==> src/rtl/vreaction_arbiter_if.sv <==
// Handshake/status bundle between a reaction-game controller and its host.
interface vreaction_arbiter_if;
   logic       start;
   logic       reset;
   logic [2:0] btn;
   logic       lamp;
   logic       busy;
   logic [1:0] winner;
   logic       winner_valid;
   logic       false_start;
   logic [9:0] reaction_ms;

   modport master (
      output start, reset, btn,
      input  lamp, busy, winner, winner_valid, false_start, reaction_ms
   );

   modport slave (
      input  start, reset, btn,
      output lamp, busy, winner, winner_valid, false_start, reaction_ms
   );
endinterface

==> src/rtl/vreaction_arbiter.sv <==
// Three-player reaction game: random delay, lamp, round-robin press arbitration,
// false-start detection and millisecond reaction timing.
module vreaction_arbiter #(
   parameter int TICK_DIV  = 50000,
   parameter int DELAY_MIN = 500,
   parameter int MAX_MS    = 999
) (
   input logic                clk,
   input logic                async_nreset,
   vreaction_arbiter_if.slave bus
);
   localparam int DIV_W = $clog2(TICK_DIV);
   localparam int DLY_W = $clog2(DELAY_MIN + 256);

   typedef enum logic [2:0] {IDLE, ARMED, GO, DONE, FOUL} state_t;

   state_t           state, state_nxt;
   logic [7:0]       lfsr;
   logic [2:0]       btn_q, rise;
   logic [1:0]       ptr, pick;
   logic [DIV_W-1:0] div;
   logic [DLY_W-1:0] cnt, dly;
   logic [1:0]       winner;
   logic             winner_valid;
   logic [9:0]       rms;
   logic             tick, any_press, dly_hit, to_hit;

   function automatic logic [1:0] wrap3(input logic [2:0] s);
      return (s >= 3'd3) ? 2'(s - 3'd3) : s[1:0];
   endfunction

   assign rise      = bus.btn & ~btn_q;
   assign any_press = |rise;
   assign tick      = (div == DIV_W'(TICK_DIV - 1));
   assign dly_hit   = tick && ((cnt + DLY_W'(1)) >= dly);
   assign to_hit    = tick && ((rms + 10'd1) == 10'(MAX_MS));

   // Walk from ptr upward with wrap; the last hit written is the closest to ptr.
   always_comb begin
      pick = 2'd3;
      for (int k = 2; k >= 0; k--) begin
         if (rise[wrap3({1'b0, ptr} + 3'(k))]) pick = wrap3({1'b0, ptr} + 3'(k));
      end
   end

   always_ff @(posedge clk or negedge async_nreset) begin
      if (!async_nreset) state <= IDLE;
      else               state <= state_nxt;
   end

   always_comb begin
      state_nxt = state;
      if (bus.reset) begin
         state_nxt = IDLE;
      end else begin
         case (state)
            IDLE:    if (bus.start) state_nxt = ARMED;
            ARMED:   if (any_press) state_nxt = FOUL;
                     else if (dly_hit) state_nxt = GO;
            GO:      if (any_press || to_hit) state_nxt = DONE;
            default: state_nxt = state;
         endcase
      end
   end

   always_ff @(posedge clk or negedge async_nreset) begin
      if (!async_nreset) begin
         lfsr         <= 8'h01;
         btn_q        <= 3'b111;
         ptr          <= 2'd0;
         div          <= '0;
         cnt          <= '0;
         dly          <= '0;
         winner       <= 2'd3;
         winner_valid <= 1'b0;
         rms          <= '0;
      end else begin
         lfsr  <= {lfsr[6:0], lfsr[7] ^ lfsr[5] ^ lfsr[4] ^ lfsr[3]};
         btn_q <= bus.btn;
         div   <= tick ? '0 : div + DIV_W'(1);
         if (bus.reset) begin
            winner       <= 2'd3;
            winner_valid <= 1'b0;
            rms          <= '0;
         end else begin
            case (state)
               IDLE: if (bus.start) begin
                  dly          <= DLY_W'(DELAY_MIN) + DLY_W'(lfsr);
                  div          <= '0;
                  cnt          <= '0;
                  winner       <= 2'd3;
                  winner_valid <= 1'b0;
                  rms          <= '0;
               end
               ARMED: begin
                  if (any_press) begin
                     winner <= pick;
                  end else if (dly_hit) begin
                     cnt <= '0;
                     div <= '0;
                  end else if (tick) begin
                     cnt <= cnt + DLY_W'(1);
                  end
               end
               // A press wins over a coincident tick, so reaction_ms stays frozen.
               GO: begin
                  if (any_press) begin
                     winner       <= pick;
                     winner_valid <= 1'b1;
                     ptr          <= wrap3({1'b0, pick} + 3'd1);
                  end else if (tick) begin
                     rms <= rms + 10'd1;
                  end
               end
               default: ;
            endcase
         end
      end
   end

   assign bus.lamp         = (state == GO);
   assign bus.busy         = (state == ARMED) || (state == GO);
   assign bus.false_start  = (state == FOUL);
   assign bus.winner       = winner;
   assign bus.winner_valid = winner_valid;
   assign bus.reaction_ms  = rms;
endmodule

==> src/flat_wrapper.sv <==
// flat-port wrapper written by rule: the top's interface ports become plain ports
module vreaction_arbiter_flat 
#(
   parameter int TICK_DIV  = 50000,
   parameter int DELAY_MIN = 500,
   parameter int MAX_MS    = 999
)
  (clk, async_nreset, bus_start, bus_reset, bus_btn, bus_lamp, bus_busy, bus_winner, bus_winner_valid, bus_false_start, bus_reaction_ms);
  vreaction_arbiter_if bus_i ();
  input logic clk;
  input logic async_nreset;
  input wire logic [$bits(bus_i.start)-1:0] bus_start;
  input wire logic [$bits(bus_i.reset)-1:0] bus_reset;
  input wire logic [$bits(bus_i.btn)-1:0] bus_btn;
  output wire logic [$bits(bus_i.lamp)-1:0] bus_lamp;
  output wire logic [$bits(bus_i.busy)-1:0] bus_busy;
  output wire logic [$bits(bus_i.winner)-1:0] bus_winner;
  output wire logic [$bits(bus_i.winner_valid)-1:0] bus_winner_valid;
  output wire logic [$bits(bus_i.false_start)-1:0] bus_false_start;
  output wire logic [$bits(bus_i.reaction_ms)-1:0] bus_reaction_ms;
  assign bus_i.start = bus_start;
  assign bus_i.reset = bus_reset;
  assign bus_i.btn = bus_btn;
  assign bus_lamp = bus_i.lamp;
  assign bus_busy = bus_i.busy;
  assign bus_winner = bus_i.winner;
  assign bus_winner_valid = bus_i.winner_valid;
  assign bus_false_start = bus_i.false_start;
  assign bus_reaction_ms = bus_i.reaction_ms;
  vreaction_arbiter #(.TICK_DIV(TICK_DIV), .DELAY_MIN(DELAY_MIN), .MAX_MS(MAX_MS)) u_core (.clk(clk), .async_nreset(async_nreset), .bus(bus_i));
endmodule
==> config.mk <==
export PLATFORM = sky130hd
export DESIGN_NAME = vreaction_arbiter_flat
export DESIGN_NICKNAME = d
export VERILOG_FILES = /design/src/rtl/vreaction_arbiter_if.sv /design/src/rtl/vreaction_arbiter.sv /design/src/flat_wrapper.sv
export SDC_FILE = /design/constraint.sdc
export NUM_CORES = 1
export LEC_CHECK = 0
export ABC_CLOCK_PERIOD_IN_PS = 3600
export CAP_MARGIN = 25
export CORE_MARGIN = 2
export CORE_UTILIZATION = 35
export DETAILED_ROUTE_END_ITERATION = 12
export PLACE_DENSITY = 0.51
export SYNTH_ARGS = -nofsm -noshare
export SYNTH_HDL_FRONTEND = slang
export SYNTH_SLANG_ARGS = --single-unit
==> constraint.sdc <==
create_clock -name clk -period 3.6 [get_ports clk]
set_clock_uncertainty 0.1 [all_clocks]
set_input_delay 0.36 -clock clk [delete_from_list [all_inputs] [get_ports clk]]
set_output_delay 0.36 -clock clk [all_outputs]
set_load 0.05 [all_outputs]
==> results.json, run 1 <==
{
  "outcome": "finished, final reports clean",
  "place_congestion": 0.804,
  "synth-edff-count": 0,
  "die_y_um": 105,
  "clock-sinks": 65,
  "synth_cell_types": 55,
  "hold_class": "in -> async",
  "cp-start-kind": "register",
  "boundaryPins": 23,
  "ctsResizeCount": 0,
  "grt_overflow": 0,
  "clock_latency_ns": 0.34,
  "antenna_found_initial": 0,
  "ctsHoldBuffers": 0,
  "grt_pass1_wl_um": 13100,
  "wirelength_um": 7360,
  "crit_required_ns": 3.77,
  "synth.top_cell.area_share_pct": 41.4,
  "n_antenna_cell": 0,
  "crit_path_end_kind": "register",
  "yosysTopAreaCell": "dfrtp_1",
  "rsz0062_at_grt": "false",
  "drt_iter0_drc": 116,
  "worstPathMaxFanout": 14,
  "post-synth-top-count-cell": "dfrtp_1",
  "clkSlewWorstSetupHoldPaths_ns": 0.07,
  "r2r_cells": 12,
  "clk_path_buf_depth": 2,
  "power_frac_seq_pct": 43.9,
  "rows": 36,
  "slew_violations": 0,
  "max_freq_mhz": 349,
  "num_vias": 2754,
  "yosys-top-cells-area": "dfrtp_1 41%, ha_1 6.3%, xor2_1 4.9%, dfstp_2 4.4%, a21oi_1 3.8%",
  "grt_use_total_pct": 14.7,
  "setup_viol": 0,
  "nets": 423,
  "synth_seq_cells": 65,
  "p_int_mw": 1.37,
  "clkPwrFrac_pct": 31.1,
  "syn_area_per_cell_um2": 9.59,
  "cts_made_buffers": 9,
  "place_inst": 520,
  "crit_arrival_ns": 3.03,
  "dieWidth_um": 105,
  "leakage_nw": 1.87,
  "die_area_um2": 11000,
  "syn2layout_area_growth_pct": 15.9,
  "io_buffers": 22,
  "grt_max_degree": 39,
  "core-area_um2": 9820,
  "peakVddDrop_v": 0.000206,
  "first_global_vias": 2692,
  "ys_top_cells_by_count": "59 x dfrtp_1, 32 x nor2_1, 30 x nand2_1",
  "yosysSeqAreaShare_pct": 45.8,
  "clockRootBuffer": "clkbuf_8",
  "drc": 0,
  "p_comb_share_pct": 25.0,
  "hpwl_um": 5290,
  "viasPerCell": 5.14,
  "drt-pass1-iter-count": 4,
  "cts_tree": "yes",
  "hold_ws_ns": 0.0194,
  "synthesis.area_um2": 3570,
  "synth_flop_cell": "dfrtp_1",
  "p_switching_uw": 666,
  "final_cells": 536,
  "post_cts_buffers": 0,
  "maxCapViolations": 0,
  "start_util_pct": 36.3,
  "worstMarginPinSlew_ns": 0.854,
  "power.density_nw_per_um2": 492,
  "period_share_pct": 79.7,
  "period_needed_ns": 2.87,
  "async_flop_share_pct": 100,
  "drive_above_1_share_pct": 9.68,
  "critical_path_class": "reg -> reg",
  "slew_headroom_pct": 43.1,
  "htreeDepth": 3,
  "finalHoldViolCount": 0,
  "fillers": 1006,
  "sw_frac_of_total_pct": 32.8,
  "tns_ns": 0,
  "synthCells": 372,
  "wl_per_cell_um": 13.7,
  "ant_nets": 0,
  "syn_nets": 397,
  "ys.warnings.count": 0
}
==> critical path, stage by stage (launching register included) <==
cell and delay, ns:
dfrtp_1 0.45, ha_1 0.26, and3_1 0.20, and3_1 0.25, nand3_1 0.12, xnor2_1 0.23, ha_1 0.27, nand2_1 0.08
o21ai_0 0.15, a211oi_2 0.18, buf_4 0.22, o21ai_0 0.12, a31oi_1 0.17
==> sequential cells by signal, summed over array words and instances, names as in the netlist <==
name,count
u_core.dly,10
u_core.state,3
u_core.bus.reaction_ms,10
u_core.bus.winner_valid,1
u_core.div,16
u_core.lfsr,8
u_core.btn_q,3
u_core.bus.winner,2
u_core.cnt,10
u_core.ptr,2
==> layout make-up <==
| type | count | area, um^2 | share of cell area [%] |
|---|---|---|---|
| Clock buffer | 13 | 159 | 3.84 |
| Clock inverter | 3 | 40.0 | 0.969 |
| Inverter | 13 | 48.8 | 1.18 |
| Multi-Input combinational cell | 282 | 1830 | 44.3 |
| Sequential cell | 65 | 1630 | 39.5 |
| Tap cell | 133 | 166 | 4.03 |
| Timing Repair Buffer | 27 | 253 | 6.11 |
==> per-layer routing <==
| metal | track usage, % | vias up | share of wire (%) |
|---|---|---|---|
| met4 | 4.00 | 0 | 1.3 |
| li1 | - | 1378 | - |
| met2 | 22.6 | 36 | 47 |
| met5 | 0 | - | 0 |
| met1 | 19.8 | 1332 | 48 |
| met3 | 4.68 | 8 | 3.7 |
==> kinds of logic after synthesis <==
family	after synthesis	share of synthesized area [%]
and+or+nand+nor	145	22.1
AOI/OAI and AO/OA	86	14.7
DFF	65	45.8
xor gates and xnor gates	30	7.37
buffers and inverters	25	2.77
adders and majority gates	18	6.32
muxes	3	0.947
==> cells in the final DEF (no fill, tap or decap), types with 5 or more instances in the layout <==
cell / n
a21oi_1: 27
a22o_1: 5
a31oi_1: 7
and2_1: 5
and3_1: 9
buf_4: 5
clkbuf_8: 11
clkdlybuf4s50_1: 21
dfrtp_1: 59
dfstp_2: 6
ha_1: 18
inv_1: 13
nand2_1: 30
nand2b_1: 7
nand3_1: 17
nor2_1: 32
nor2b_1: 8
nor3_1: 9
o21ai_0: 27
o31ai_1: 5
xnor2_1: 10
xor2_1: 20
==> power groups by stage <==
stage                     sequential, mW  combinational, mW  clock (mW)
after detailed placement           0.908              0.511           0
after global placement             0.904              0.504           0
after global routing               0.911              0.581       0.687
after floorplan                    0.891              0.379           0
final                              0.893              0.507       0.632
after CTS                          0.893              0.514       0.659
==> path summary, 6_finish.rpt <==
kind                                            from                        end  slack (ns)
min in group clk            u_core.lfsr[1]$_DFF_PN0_   u_core.lfsr[2]$_DFF_PN0_        0.28
max in group asynchronous               async_nreset  u_core.btn_q[1]$_DFF_PN1_        2.57
max reg2reg                u_core.cnt[0]$_DFFE_PN0P_  u_core.cnt[5]$_DFFE_PN0P_        0.73
max                        u_core.cnt[0]$_DFFE_PN0P_  u_core.cnt[5]$_DFFE_PN0P_        0.73
min reg2reg                 u_core.lfsr[1]$_DFF_PN0_   u_core.lfsr[2]$_DFF_PN0_        0.28
min                                     async_nreset    u_core.div[8]$_DFF_PN0_        0.02
==> per-stage QoR <==
stage	total power [mW]	utilization [%]	instance area [um^2]	setup slack [ns]
6_report	2.03	42.1	4130	0.732
5_1_grt	2.18	42.1	4130	0.502
4_1_cts	2.07	42.1	4130	0.731
3_5_place_dp	1.42	40.1	3940	0.785
3_3_place_gp	1.41	40.1	3940	0.776
2_1_floorplan	1.27	-	3570	1.05
(Power assumes the default switching activity.)
==> run 2: changes to the inputs <==
--- a/config.mk
+++ b/config.mk
@@ -5,12 +5,12 @@
 export SDC_FILE = /design/constraint.sdc
 export NUM_CORES = 1
 export LEC_CHECK = 0
-export ABC_CLOCK_PERIOD_IN_PS = 3600
+export ABC_CLOCK_PERIOD_IN_PS = 2530
 export CAP_MARGIN = 25
 export CORE_MARGIN = 2
 export CORE_UTILIZATION = 35
 export DETAILED_ROUTE_END_ITERATION = 12
-export PLACE_DENSITY = 0.51
+export PLACE_DENSITY = 0.53
 export SYNTH_ARGS = -nofsm -noshare
 export SYNTH_HDL_FRONTEND = slang
 export SYNTH_SLANG_ARGS = --single-unit
==> constraint.sdc (replaced) <==
create_clock -name clk -period 2.53 [get_ports clk]
set_clock_uncertainty 0.1 [all_clocks]
set_input_delay 0.253 -clock clk [delete_from_list [all_inputs] [get_ports clk]]
set_output_delay 0.253 -clock clk [all_outputs]
set_load 0.05 [all_outputs]
==> run 2 against run 1 <==
The flow now finishes with violations (negative setup slack). Sequential share of layout area shrank 3.4 points. Largest power group unchanged. Critical path depth is the same. Non-clock buffer count grew 36. Sequential power grew 41%. Wire length grew 6.8%.
==> results.json, run 2 (same netlist as run 1, synthesis figures left out) <==
{
  "hold_ws_ns": 0.232,
  "clkSlewWorstSetupHoldPaths_ns": 0.08,
  "antenna_found_initial": 0,
  "num_vias": 2870,
  "crit_buf_inv": 1,
  "rsz0062_at_grt": "true",
  "grt_overflow": 0,
  "wirelength_um": 7870,
  "worstMarginPinSlew_ns": 0.649,
  "route.met2.wl_um": 3720,
  "maxCapViolations": 0,
  "violations": "negative setup slack",
  "place_congestion": 0.765,
  "slew_violations": 0,
  "layout_commonest_cell": "dfrtp_1",
  "top_layer_used": "met4",
  "clock_latency_ns": 0.34,
  "first_global_vias": 2785,
  "crit_required_ns": 2.69,
  "largest_reg_flops": 16,
  "crit_arrival_ns": 2.72,
  "peakVddDrop_v": 0.000379,
  "total_power_mw": 2.91,
  "wl_met3_um": 207,
  "final_cells": 572,
  "cp-start-kind": "register",
  "crit_family": "simple AND/OR/NAND/NOR gates",
  "worstPathMaxFanout": 5,
  "slowest_stage": "dfrtp_1",
  "cts_tree": "yes",
  "hold_class": "in -> reg",
  "cts_made_buffers": 9,
  "drive_above_1_share_pct": 21.4,
  "hpwl_um": 5300,
  "cp_slowest_stage_delay_ns": 0.37,
  "grt_max_degree": 42,
  "clk_path_buf_depth": 2,
  "finalHoldViolCount": 0,
  "drc": 0,
  "viasPerCell": 5.02,
  "period_share_pct": 101,
  "start_util_pct": 36.3,
  "die_area_um2": 11000,
  "syn2layout_area_growth_pct": 26.8,
  "drt-pass1-iter-count": 4,
  "critical_path_class": "reg -> reg",
  "worst_slack_ns": -0.0260,
  "n_antenna_cell": 0,
  "crit_path_end_kind": "register",
  "met1_length_um": 3840,
  "htreeDepth": 3,
  "layout_common_cells": "59 x dfrtp_1, 36 x buf_4, 29 x nor2_1, 28 x nand2_1, 23 x a21oi_1",
  "boundaryPins": 23,
  "setup_viol": 8,
  "place_inst": 549,
  "grt_pass1_wl_um": 13400,
  "outcome": "complete, but fails checks",
  "leakage_nw": 2.07,
  "ant_nets": 0,
  "clock-sinks": 65,
  "path_cells": "ha_2, and3_4, and3_4, nand3_2, xnor2_2, ha_1, nand2_2, nor2_4, a211oi_2, buf_4, nand2b_1, a31oi_1",
  "wl_per_cell_um": 13.8,
  "clockRootBuffer": "clkbuf_8",
  "die_y_um": 105,
  "top_register": "u_core.div",
  "max_freq_mhz": 391,
  "core-area_um2": 9820,
  "rows": 36,
  "grt_use_total_pct": 15.0,
  "nets": 459,
  "drt_iter0_drc": 119,
  "period_needed_ns": 2.56,
  "slew_headroom_pct": 56.7,
  "io_buffers": 22,
  "dieWidth_um": 105,
  "crit_path_frequent_cell": "and3_4",
  "power.density_nw_per_um2": 643
}
run 2: worst paths after layout:
check / slack, ns / from / to / cells after the start
min: 0.23 / bus_btn[1] / u_core.btn_q[1]$_DFF_PN1_ / 1
max in group asynchronous: 1.27 / async_nreset / u_core.lfsr[0]$_DFF_PN1_ / 3
max reg2reg: -0.03 / u_core.cnt[1]$_DFFE_PN0P_ / u_core.cnt[7]$_DFFE_PN0P_ / 12
min reg2reg: 0.28 / u_core.lfsr[1]$_DFF_PN0_ / u_core.lfsr[2]$_DFF_PN0_ / 0
min in group asynchronous: 0.37 / async_nreset / u_core.div[13]$_DFF_PN0_ / 2
max: -0.03 / u_core.cnt[1]$_DFFE_PN0P_ / u_core.cnt[7]$_DFFE_PN0P_ / 12
run 2: cell type report:
type / instances / area, um^2
clock buffer: 11 / 131
clock inverter: 5 / 56.3
fill: 988 / 5300
inverter: 13 / 48.8
multi-input combinational: 282 / 1940
sequential: 65 / 1630
tap: 133 / 166
timing repair buffer: 63 / 549
run 2: worst register-to-register path: cells and delay by family, from the launching register on:
family / cells / cell delay, ns
and+or+nand+nor: 6 / 0.69
buffers and inverters: 1 / 0.20
adders and majority gates: 2 / 0.46
xor gates and xnor gates: 1 / 0.22
DFF: 1 / 0.37
AOI/OAI and AO/OA: 2 / 0.44
run 2: repair_timing:
item                                   4_1_cts  5_1_grt
pin swaps                                    0       12
setup buffers                                2        3
cloned                                       0        1
setup endpoints to repair                   11       15
resized for setup                            4       24
hold buffers                                 1        0
endpoints found under the hold margin       22        0
run 2: metal layers:
layer / vias up / global-route usage, %
li1: 1445 / -
met1: 1388 / 20.2
met2: 29 / 23.7
met3: 8 / 3.87
met4: 0 / 4.29
met5: - / 0
run 2: through the flow:
| step | cell area (um^2) | setup slack (ns) | TNS [ns] | utilization, % |
|---|---|---|---|---|
| 2_1_floorplan | 3570 | 0.00112 | 0 | - |
| 3_3_place_gp | 4170 | -0.0324 | -0.165 | 42.4 |
| 3_5_place_dp | 4170 | -0.0362 | -0.212 | 42.4 |
| 4_1_cts | 4390 | -0.00276 | -0.00490 | 44.7 |
| 5_1_grt | 4520 | -0.170 | -1.70 | 46.1 |
| 6_report | 4520 | -0.0260 | -0.119 | 46.1 |
run 2: power by group:
part	internal, mW	switching, mW
Clock	0.454	0.409
Combinational	0.319	0.464
Sequential	1.16	0.104
